==> src/rtl/imem_dmem_arbiter.sv <==
// Shares one single-port memory between instruction fetch and load/store.
// Each access is sequenced by a small FSM; completion is a one-cycle valid pulse.
module imem_dmem_arbiter #(
  parameter int unsigned ADDR_W  = 32,
  parameter int unsigned DATA_W  = 32,
  parameter int unsigned TIMEOUT = 255
) (
  input  logic                clk,
  input  logic                resetn,
  // Instruction fetch side
  input  logic                inst_req,
  input  logic [ADDR_W-1:0]   inst_addr,
  input  logic                inst_cancel,
  output logic [DATA_W-1:0]   inst_rdata,
  output logic                inst_valid,
  // Load/store side
  input  logic                data_req,
  input  logic                data_wr,
  input  logic [DATA_W/8-1:0] data_wstrb,
  input  logic [ADDR_W-1:0]   data_addr,
  input  logic [DATA_W-1:0]   data_wdata,
  output logic [DATA_W-1:0]   data_rdata,
  output logic                data_valid,
  // Hazard unit
  output logic                stall_if,
  output logic                stall_mem,
  // Memory side
  output logic                mem_req,
  output logic                mem_wr,
  output logic [DATA_W/8-1:0] mem_wstrb,
  output logic [ADDR_W-1:0]   mem_addr,
  output logic [DATA_W-1:0]   mem_wdata,
  input  logic                mem_ack,
  input  logic [DATA_W-1:0]   mem_rdata,
  output logic                mem_timeout
);

  localparam int unsigned StrbW = DATA_W / 8;
  localparam int unsigned CntW  = $clog2(TIMEOUT + 1);

  typedef enum logic [1:0] {
    StIdle,
    StInstBusy,
    StDataBusy,
    StDrain
  } state_e;

  state_e              state_q, state_d;
  logic                last_data_q, last_data_d;
  logic                mem_req_q, mem_req_d;
  logic                mem_wr_q, mem_wr_d;
  logic [StrbW-1:0]    mem_wstrb_q, mem_wstrb_d;
  logic [ADDR_W-1:0]   mem_addr_q, mem_addr_d;
  logic [DATA_W-1:0]   mem_wdata_q, mem_wdata_d;
  logic [CntW-1:0]     cnt_q, cnt_d;
  logic [DATA_W-1:0]   inst_rdata_q, inst_rdata_d;
  logic                inst_valid_q, inst_valid_d;
  logic [DATA_W-1:0]   data_rdata_q, data_rdata_d;
  logic                data_valid_q, data_valid_d;
  logic                mem_timeout_q, mem_timeout_d;

  logic inst_pend;
  logic data_pend;
  logic timed_out;

  // A requester still holds its request during its own valid cycle; mask it so
  // the finished access is not granted a second time.
  assign inst_pend = inst_req & ~inst_valid_q & ~inst_cancel;
  assign data_pend = data_req & ~data_valid_q;
  assign timed_out = (cnt_q == CntW'(TIMEOUT - 1)) & ~mem_ack;

  always_comb begin
    state_d       = state_q;
    last_data_d   = last_data_q;
    mem_req_d     = mem_req_q;
    mem_wr_d      = mem_wr_q;
    mem_wstrb_d   = mem_wstrb_q;
    mem_addr_d    = mem_addr_q;
    mem_wdata_d   = mem_wdata_q;
    cnt_d         = cnt_q;
    inst_rdata_d  = inst_rdata_q;
    inst_valid_d  = 1'b0;
    data_rdata_d  = data_rdata_q;
    data_valid_d  = 1'b0;
    mem_timeout_d = mem_timeout_q;

    unique case (state_q)
      StIdle: begin
        // On a tie the side that did not win last time is served.
        if (data_pend && (!inst_pend || !last_data_q)) begin
          state_d     = StDataBusy;
          last_data_d = 1'b1;
          mem_req_d   = 1'b1;
          mem_wr_d    = data_wr;
          mem_wstrb_d = data_wr ? data_wstrb : '0;
          mem_addr_d  = data_addr;
          mem_wdata_d = data_wdata;
          cnt_d       = '0;
        end else if (inst_pend) begin
          state_d     = StInstBusy;
          last_data_d = 1'b0;
          mem_req_d   = 1'b1;
          mem_wr_d    = 1'b0;
          mem_wstrb_d = '0;
          mem_addr_d  = inst_addr;
          mem_wdata_d = '0;
          cnt_d       = '0;
        end
      end

      StInstBusy: begin
        if (mem_ack) begin
          // A flush arriving with the ack still discards the word.
          state_d      = StIdle;
          mem_req_d    = 1'b0;
          inst_valid_d = ~inst_cancel;
          if (!inst_cancel) begin
            inst_rdata_d = mem_rdata;
          end
        end else if (timed_out) begin
          state_d       = StIdle;
          mem_req_d     = 1'b0;
          mem_timeout_d = 1'b1;
          inst_valid_d  = ~inst_cancel;
          inst_rdata_d  = '0;
          cnt_d         = cnt_q + CntW'(1);
        end else begin
          cnt_d = cnt_q + CntW'(1);
          if (inst_cancel) begin
            state_d = StDrain;
          end
        end
      end

      StDataBusy: begin
        if (mem_ack) begin
          state_d      = StIdle;
          mem_req_d    = 1'b0;
          data_valid_d = 1'b1;
          if (!mem_wr_q) begin
            data_rdata_d = mem_rdata;
          end
        end else if (timed_out) begin
          state_d       = StIdle;
          mem_req_d     = 1'b0;
          mem_timeout_d = 1'b1;
          data_valid_d  = 1'b1;
          data_rdata_d  = '0;
          cnt_d         = cnt_q + CntW'(1);
        end else begin
          cnt_d = cnt_q + CntW'(1);
        end
      end

      StDrain: begin
        if (mem_ack) begin
          state_d   = StIdle;
          mem_req_d = 1'b0;
        end else if (timed_out) begin
          state_d       = StIdle;
          mem_req_d     = 1'b0;
          mem_timeout_d = 1'b1;
          cnt_d         = cnt_q + CntW'(1);
        end else begin
          cnt_d = cnt_q + CntW'(1);
        end
      end

      default: state_d = StIdle;
    endcase
  end

  always_ff @(posedge clk or negedge resetn) begin
    if (!resetn) begin
      state_q       <= StIdle;
      last_data_q   <= 1'b0;
      mem_req_q     <= 1'b0;
      mem_wr_q      <= 1'b0;
      mem_wstrb_q   <= '0;
      mem_addr_q    <= '0;
      mem_wdata_q   <= '0;
      cnt_q         <= '0;
      inst_rdata_q  <= '0;
      inst_valid_q  <= 1'b0;
      data_rdata_q  <= '0;
      data_valid_q  <= 1'b0;
      mem_timeout_q <= 1'b0;
    end else begin
      state_q       <= state_d;
      last_data_q   <= last_data_d;
      mem_req_q     <= mem_req_d;
      mem_wr_q      <= mem_wr_d;
      mem_wstrb_q   <= mem_wstrb_d;
      mem_addr_q    <= mem_addr_d;
      mem_wdata_q   <= mem_wdata_d;
      cnt_q         <= cnt_d;
      inst_rdata_q  <= inst_rdata_d;
      inst_valid_q  <= inst_valid_d;
      data_rdata_q  <= data_rdata_d;
      data_valid_q  <= data_valid_d;
      mem_timeout_q <= mem_timeout_d;
    end
  end

  assign inst_rdata  = inst_rdata_q;
  assign inst_valid  = inst_valid_q;
  assign data_rdata  = data_rdata_q;
  assign data_valid  = data_valid_q;
  assign mem_req     = mem_req_q;
  assign mem_wr      = mem_wr_q;
  assign mem_wstrb   = mem_wstrb_q;
  assign mem_addr    = mem_addr_q;
  assign mem_wdata   = mem_wdata_q;
  assign mem_timeout = mem_timeout_q;
  assign stall_if    = inst_req & ~inst_valid_q;
  assign stall_mem   = data_req & ~data_valid_q;

endmodule

==> config.mk <==
export PLATFORM = sky130hd
export DESIGN_NAME = imem_dmem_arbiter
export DESIGN_NICKNAME = d
export VERILOG_FILES = /design/src/rtl/imem_dmem_arbiter.sv
export SDC_FILE = /design/constraint.sdc
export NUM_CORES = 1
export LEC_CHECK = 0
export CAP_MARGIN = 20
export CORE_MARGIN = 1.5
export CORE_UTILIZATION = 25
export CTS_BUF_LIST = sky130_fd_sc_hd__clkbuf_16
export DETAILED_ROUTE_END_ITERATION = 10
export PLACE_DENSITY_LB_ADDON = 0.1
export SYNTH_ARGS = -nofsm -noshare
export SYNTH_HDL_FRONTEND = slang
export SYNTH_SLANG_ARGS = --single-unit
==> constraint.sdc <==
create_clock -name clk -period 2.2 [get_ports clk]
set_clock_uncertainty 0.05 [all_clocks]
set_input_delay 0.44 -clock clk [delete_from_list [all_inputs] [get_ports clk]]
set_output_delay 0.44 -clock clk [all_outputs]
set_load 0.01 [all_outputs]
==> results.md <==
* Status: finished clean
* Final core area utilization at 0.4246
* PD cells at 1366 mW/mm²
* Most used flip-flop cell after synthesis: dfrtp_1
* Inserted Clock Buffers at 17
* Row Count at 55
* DRC viols at 0
* CP endpoint kind: output port
* Fin. Hold Viols at 0
* Port Buf Inserts at 277
* Worst-margin pin slew at 515.6 ps
* HP Class: flop to flop
* Critical Path Slowest Stage Cell: clkdlybuf4s50_1
* EDFF count, synth at 0
* Initial antenna violation count at 0
* Leading cell type in the layout, fill and taps excluded: clkdlybuf4s50_1
* Die width at 155.1 µm
* Layout area overhead at 66.32%
* Register area at 0.003704 mm²
* Fillers at 2087
* Placer Congestion at 0.7106
* Detail Placement HPWL at 12690 µm
* Area of the multi-input gates at 0.001899 mm²
* Hold slack final at 426.8 ps
* Clock Latency Late Sink at 410 ps
* RR Startpoint: cnt_q[0]$_DFFE_PN0P_
* Slowest stage delay, CP at 540 ps
* CTS clk-pin slew, worst paths at 60 ps
* Arrival time of the worst setup path at 1580 ps
* Final setup fails at 0
* VDD IR max at 0.4898 mV
* N_diodes at 0
* Pre-CTS setup slack at 7.178 ps
* Synthesized net count at 580
* Crit path to: stall_if
* Post-DP Area at 0.009030 mm²
* Final worst path period share at 0.9399
* Syn Std Cell Area at 0.005781 mm²
* Sequential area share after synthesis at 0.6407
* Total grt overflow at 0
* Reg2Reg Setup Slack at 450 ps
* Yosys cell types at 35
* Cells after Synth at 439
* Post-route ant nets at 0
* Tot GR Track Use at 0.1520
* Worst Path Max Fanout at 2
* CTS Root Cell: clkbuf_16
* H-tree depth at 4
* Vert. Die Dim at 155.1 µm
* Yosys warns at 0
* Vias per cell at 4.640
* Std-Cell Core Area at 0.02264 mm²
* NumNets Final at 861
* Async S/R FF share, synth at 1.000
* Clock sink count at 148
* Iteration-0 DRC Markers at 157
* First drt pass iteration count at 4
* Leakage power total at 0.004236 µW
* Startpoint Class: input port
* Worst Slack Setup Final at 132.3 ps
* Final instance area at 0.009614 mm²
* CTS max path bufs at 2
* Reg2reg path depth at 7
* Crit. Startpoint: inst_req
* Worst r2r dst: inst_rdata[22]$_DFFE_PN0P_
* Via count at 4724
* Commonest cells after routing, fill and taps aside: clkdlybuf4s50_1 (275), dfrtp_1 (148), a22o_1 (97)
* Maximum clock frequency at 483.6 MHz
* Avg Cell Area, Syn at 13.17 µm²
* First-pass GRT wire length at 28370 µm
* Synthesized flop and latch total at 148
* Post-CTS Setup Repair Bufs at 0
* Io pins at 278
* Layout cells sized above 1 at 0.08595
* Die area at 0.02404 mm²
* TritonCTS clock tree: built
* Slew margin rel. at 0.6563
* Vias in the first global route at 5087
* CP Class: input port to output port
* Routed wire per std cell at 17.51 µm
* DRT Wirelength at 17830 µm
* Worst-path cell chain: clkdlybuf4s50_1, nor2b_1, clkdlybuf4s50_1
* CP dominant cell by count: clkdlybuf4s50_1
* RSZ-0062 raised after global routing: false
* Pin count of the biggest net entering global routing at 57
* Slew Viols, Final at 0
* Starting Density at 0.2553
* Setup TNS at 0 ps
* Min Tclk post-route at 2068 ps
* Max-cap violations at 0
* CP required at 1710 ps
## layout make-up
cell class / instances / area share
clock buffers: 17 / 0.04425
clock inverters: 15 / 0.01523
inverters: 1 / 0.0003904
multi-input cells: 255 / 0.1976
flip-flops and latches: 148 / 0.3852
well taps: 285 / 0.03709
repair buffers: 297 / 0.3203
## through the flow
stage / instances / total power, µW
after global routing: 1018 / 13960
after floorplan: 439 / 7007
after CTS: 1018 / 13360
after global placement: 985 / 10310
after detailed placement: 985 / 10400
final: 1018 / 13130
## where the power goes
part           switching, µW  leakage [µW]  internal, µW
Sequential               698       0.00187          3910
Combinational           2350       0.00210          3330
Clock                   1260      0.000270          1590
Total                   4300       0.00424          8830
## sequential cells by signal (all words and copies together), names as in the netlist, 2 cells and up
name and flops:
inst_rdata 32, mem_addr 32, mem_wdata 32, cnt_q 8
mem_wstrb 4, data_rdata 32, state_q 2
## cell families after synthesis
family,count (synthesis),synth area share
xor gates and xnor gates,1,0.001515
AOI/OAI and AO/OA,152,0.2043
buffers and inverters,36,0.03550
and+or+nand+nor,68,0.05823
adders and majority gates,2,0.004328
DFF,148,0.6407
muxes,32,0.05541
## synthesized netlist by cell type, types with 2 or more instances
master | number | share of area
a21o_1 | 3 | 0.0039
mux2i_1 | 32 | 0.055
nor2_1 | 2 | 0.0013
a22o_1 | 97 | 0.15
buf_4 | 7 | 0.0091
nor3_1 | 2 | 0.0017
clkbuf_1 | 7 | 0.0045
nand2_1 | 36 | 0.023
nand2b_1 | 2 | 0.0022
and2_1 | 2 | 0.0022
o21bai_2 | 2 | 0.0039
and4_1 | 2 | 0.0030
buf_2 | 17 | 0.015
dfrtp_1 | 148 | 0.64
o21ai_0 | 41 | 0.035
buf_6 | 3 | 0.0058
nand3_1 | 8 | 0.0069
nand4_1 | 2 | 0.0022
a32o_1 | 4 | 0.0069
nor2b_1 | 5 | 0.0054
and3_1 | 2 | 0.0022
ha_1 | 2 | 0.0043
## repair_timing
| item | 4_1_cts | 5_1_grt |
|---|---|---|
| endpoints found under the setup margin | 0 | 1 |
| resized for setup | 0 | 1 |
| hold buffers | 1 | 0 |
| endpoints found under the hold margin | 42 | 0 |
## worst max-delay path: cells and delay by family
kind	cells	cell delay (ps)
AND/OR/NAND/NOR	1	130
buffers and inverters	2	1010
## worst min-delay path by stage
stage	end	depth (start not counted)	startpoint	slack (ps)
after floorplan	cnt_q[0]$_DFFE_PN0P_	0	resetn	90
after global placement	data_rdata[4]$_DFFE_PN0P_	1	resetn	360
after detailed placement	data_rdata[4]$_DFFE_PN0P_	1	resetn	370
after CTS	mem_addr[23]$_DFFE_PN0P_	2	mem_addr[23]$_DFFE_PN0P_	430
after global routing	mem_timeout$_DFFE_PN0P_	1	mem_timeout$_DFFE_PN0P_	460
final	mem_addr[23]$_DFFE_PN0P_	2	mem_addr[23]$_DFFE_PN0P_	430
## routing by layer
| metal | part of all wire | track usage |
|---|---|---|
| met5 | 0 | 0 |
| met4 | 0.016 | 0.04533 |
| met3 | 0.081 | 0.05655 |
| met2 | 0.48 | 0.2526 |
| met1 | 0.42 | 0.1836 |
No activity file was read; power rests on OpenSTA's default activity.
==> RTL edit, RTL diff (same settings) <==
Set the parameter `DATA_W` to 48 (it was 32).
--- a/src/rtl/imem_dmem_arbiter.sv
+++ b/src/rtl/imem_dmem_arbiter.sv
@@ -2,7 +2,7 @@
 // Each access is sequenced by a small FSM; completion is a one-cycle valid pulse.
 module imem_dmem_arbiter #(
   parameter int unsigned ADDR_W  = 32,
-  parameter int unsigned DATA_W  = 32,
+  parameter int unsigned DATA_W  = 48,
   parameter int unsigned TIMEOUT = 255
 ) (
   input  logic                clk,
Interface: changed (7 resized); port bits go from 278 to 362. No check against the original RTL was run, so the function may have changed too.
==> RTL edit against the original RTL <==
Synthesized area is 30% higher; critical endpoint unchanged; highest routed layer unchanged; via count increased by 29%; non-clock buffer count up 101; sequential share of layout area up 0.90 points; setup slack worse by 0.050 ns; routed wire length up 38%; power is 30% higher; sequential cell count rose by 50; final area increased by 31%; die area increased by 30%; largest cell class unchanged; clock power increased by 7.0%; maximum frequency down 2.4%.
==> RTL edit: results <==
export IMPL_synthAdderAreaFrac_pct=0.332
export IMPL_ir_worst_vdd_uv=554
export IMPL_io_buffers=361
export IMPL_grt_overflow=0
export IMPL_synth_net_count=739
export IMPL_power_leakage_nw=5.54
export IMPL_clk_pin_slew_worst_paths_ns=0.08
export IMPL_hold_path_class="flip-flop to flip-flop"
export IMPL_synth_compound_area_share_pct=21.8
export IMPL_first_iter_violations=222
export IMPL_synth_xor_area_share_pct=0.348
export IMPL_ys_seq_area_share_pct=65.7
export IMPL_drive_gt1_share_pct=8.32
export IMPL_grt_pass1_vias=6551
export IMPL_grt_pass1_wl_um=38400
export IMPL_dpl_hpwl_um=17200
export IMPL_fillers=2865
export IMPL_ys_top_cells_by_count="dfrtp_1 (198), a22o_1 (145), nand2_1 (40), o21ai_0 (34), mux2i_1 (32)"
export IMPL_routabilityCongestion=0.716
export IMPL_worstPathArrival_ns=1.63
export IMPL_hold_path_depth=2
export IMPL_slew_headroom_pct=52.2
export IMPL_synth_area_leaders="dfrtp_1 (66%), a22o_1 (17%), mux2i_1 (4.2%)"
export IMPL_status="finished, final reports clean"
export IMPL_synthMuxAreaShare_pct=4.25
export IMPL_nets=1111
export IMPL_max_stage_delay_ns=0.60
export IMPL_r2r_cells=8
export IMPL_ys_types=38
export IMPL_grt_util_all_layers_pct=16.0
export IMPL_antenna_found_initial=1
export IMPL_place_ws_ns=-0.0451
export IMPL_vias_per_cell=4.54
export IMPL_grt_max_degree=49
export IMPL_wire_per_inst_um=18.4
## RTL edit: cell families after synthesis
logic type	Yosys count
flip-flops	198
buffers and inverters	47
XOR/XNOR	3
multiplexers	32
adder cells (fa/ha/maj)	2
AND/OR/NAND/NOR	76
AO/OA/AOI/OAI	206
## RTL edit: path summary, 6_finish.rpt
kind,slack [ns],start,end
max reg2reg,0.40,cnt_q[0],data_rdata[41]
min in group asynchronous,0.47,resetn,mem_addr[22]
max in group asynchronous,0.97,resetn,data_rdata[38]
min,0.43,mem_addr[14],mem_addr[14]
max,0.08,inst_req,stall_if
min reg2reg,0.43,mem_addr[14],mem_addr[14]
## RTL edit: routing by layer
layer	global-route usage, %	up-vias	share of wire [%]
met5	0	-	0
met4	4.27	0	1.5
met3	5.18	20	7.8
met2	27.0	226	49
met1	19.7	2986	42
li1	-	2856	-
## RTL edit: report_power, final
part           switching (W)  internal, W
registers           0.000944      0.00527
clock network        0.00154      0.00151
logic                0.00320      0.00463
total                0.00569       0.0114
## RTL edit: cell type report
class	instances	area share [%]
timing repair buffer	398	32.7
sequential	198	39.4
clock buffer	17	3.39
multi-input combinational	319	19.4
antenna	1	0.0199
clock inverter	15	1.14
tap	390	3.88
inverter	2	0.0597
## RTL edit: worst min-delay path, stage by stage (launching register included)
cell and delay (ns):
dfrtp_1 0.35, nand2_1 0.04, o21ai_0 0.06
## RTL edit: repair_timing
item                                    in CTS  in global routing
endpoints found under the setup margin       1                  1
endpoints found under the hold margin       41                  0
hold buffers                                 1                  0
gates resized for setup                      1                  1
## RTL edit: per-stage QoR
step	total power [W]	area [um2]	std cells
detailed placement	0.0142	12000	1306
finish	0.0171	12600	1340
global route	0.0182	12600	1340
CTS	0.0174	12600	1339
floorplan	0.00932	7540	564
global placement	0.0142	12000	1306
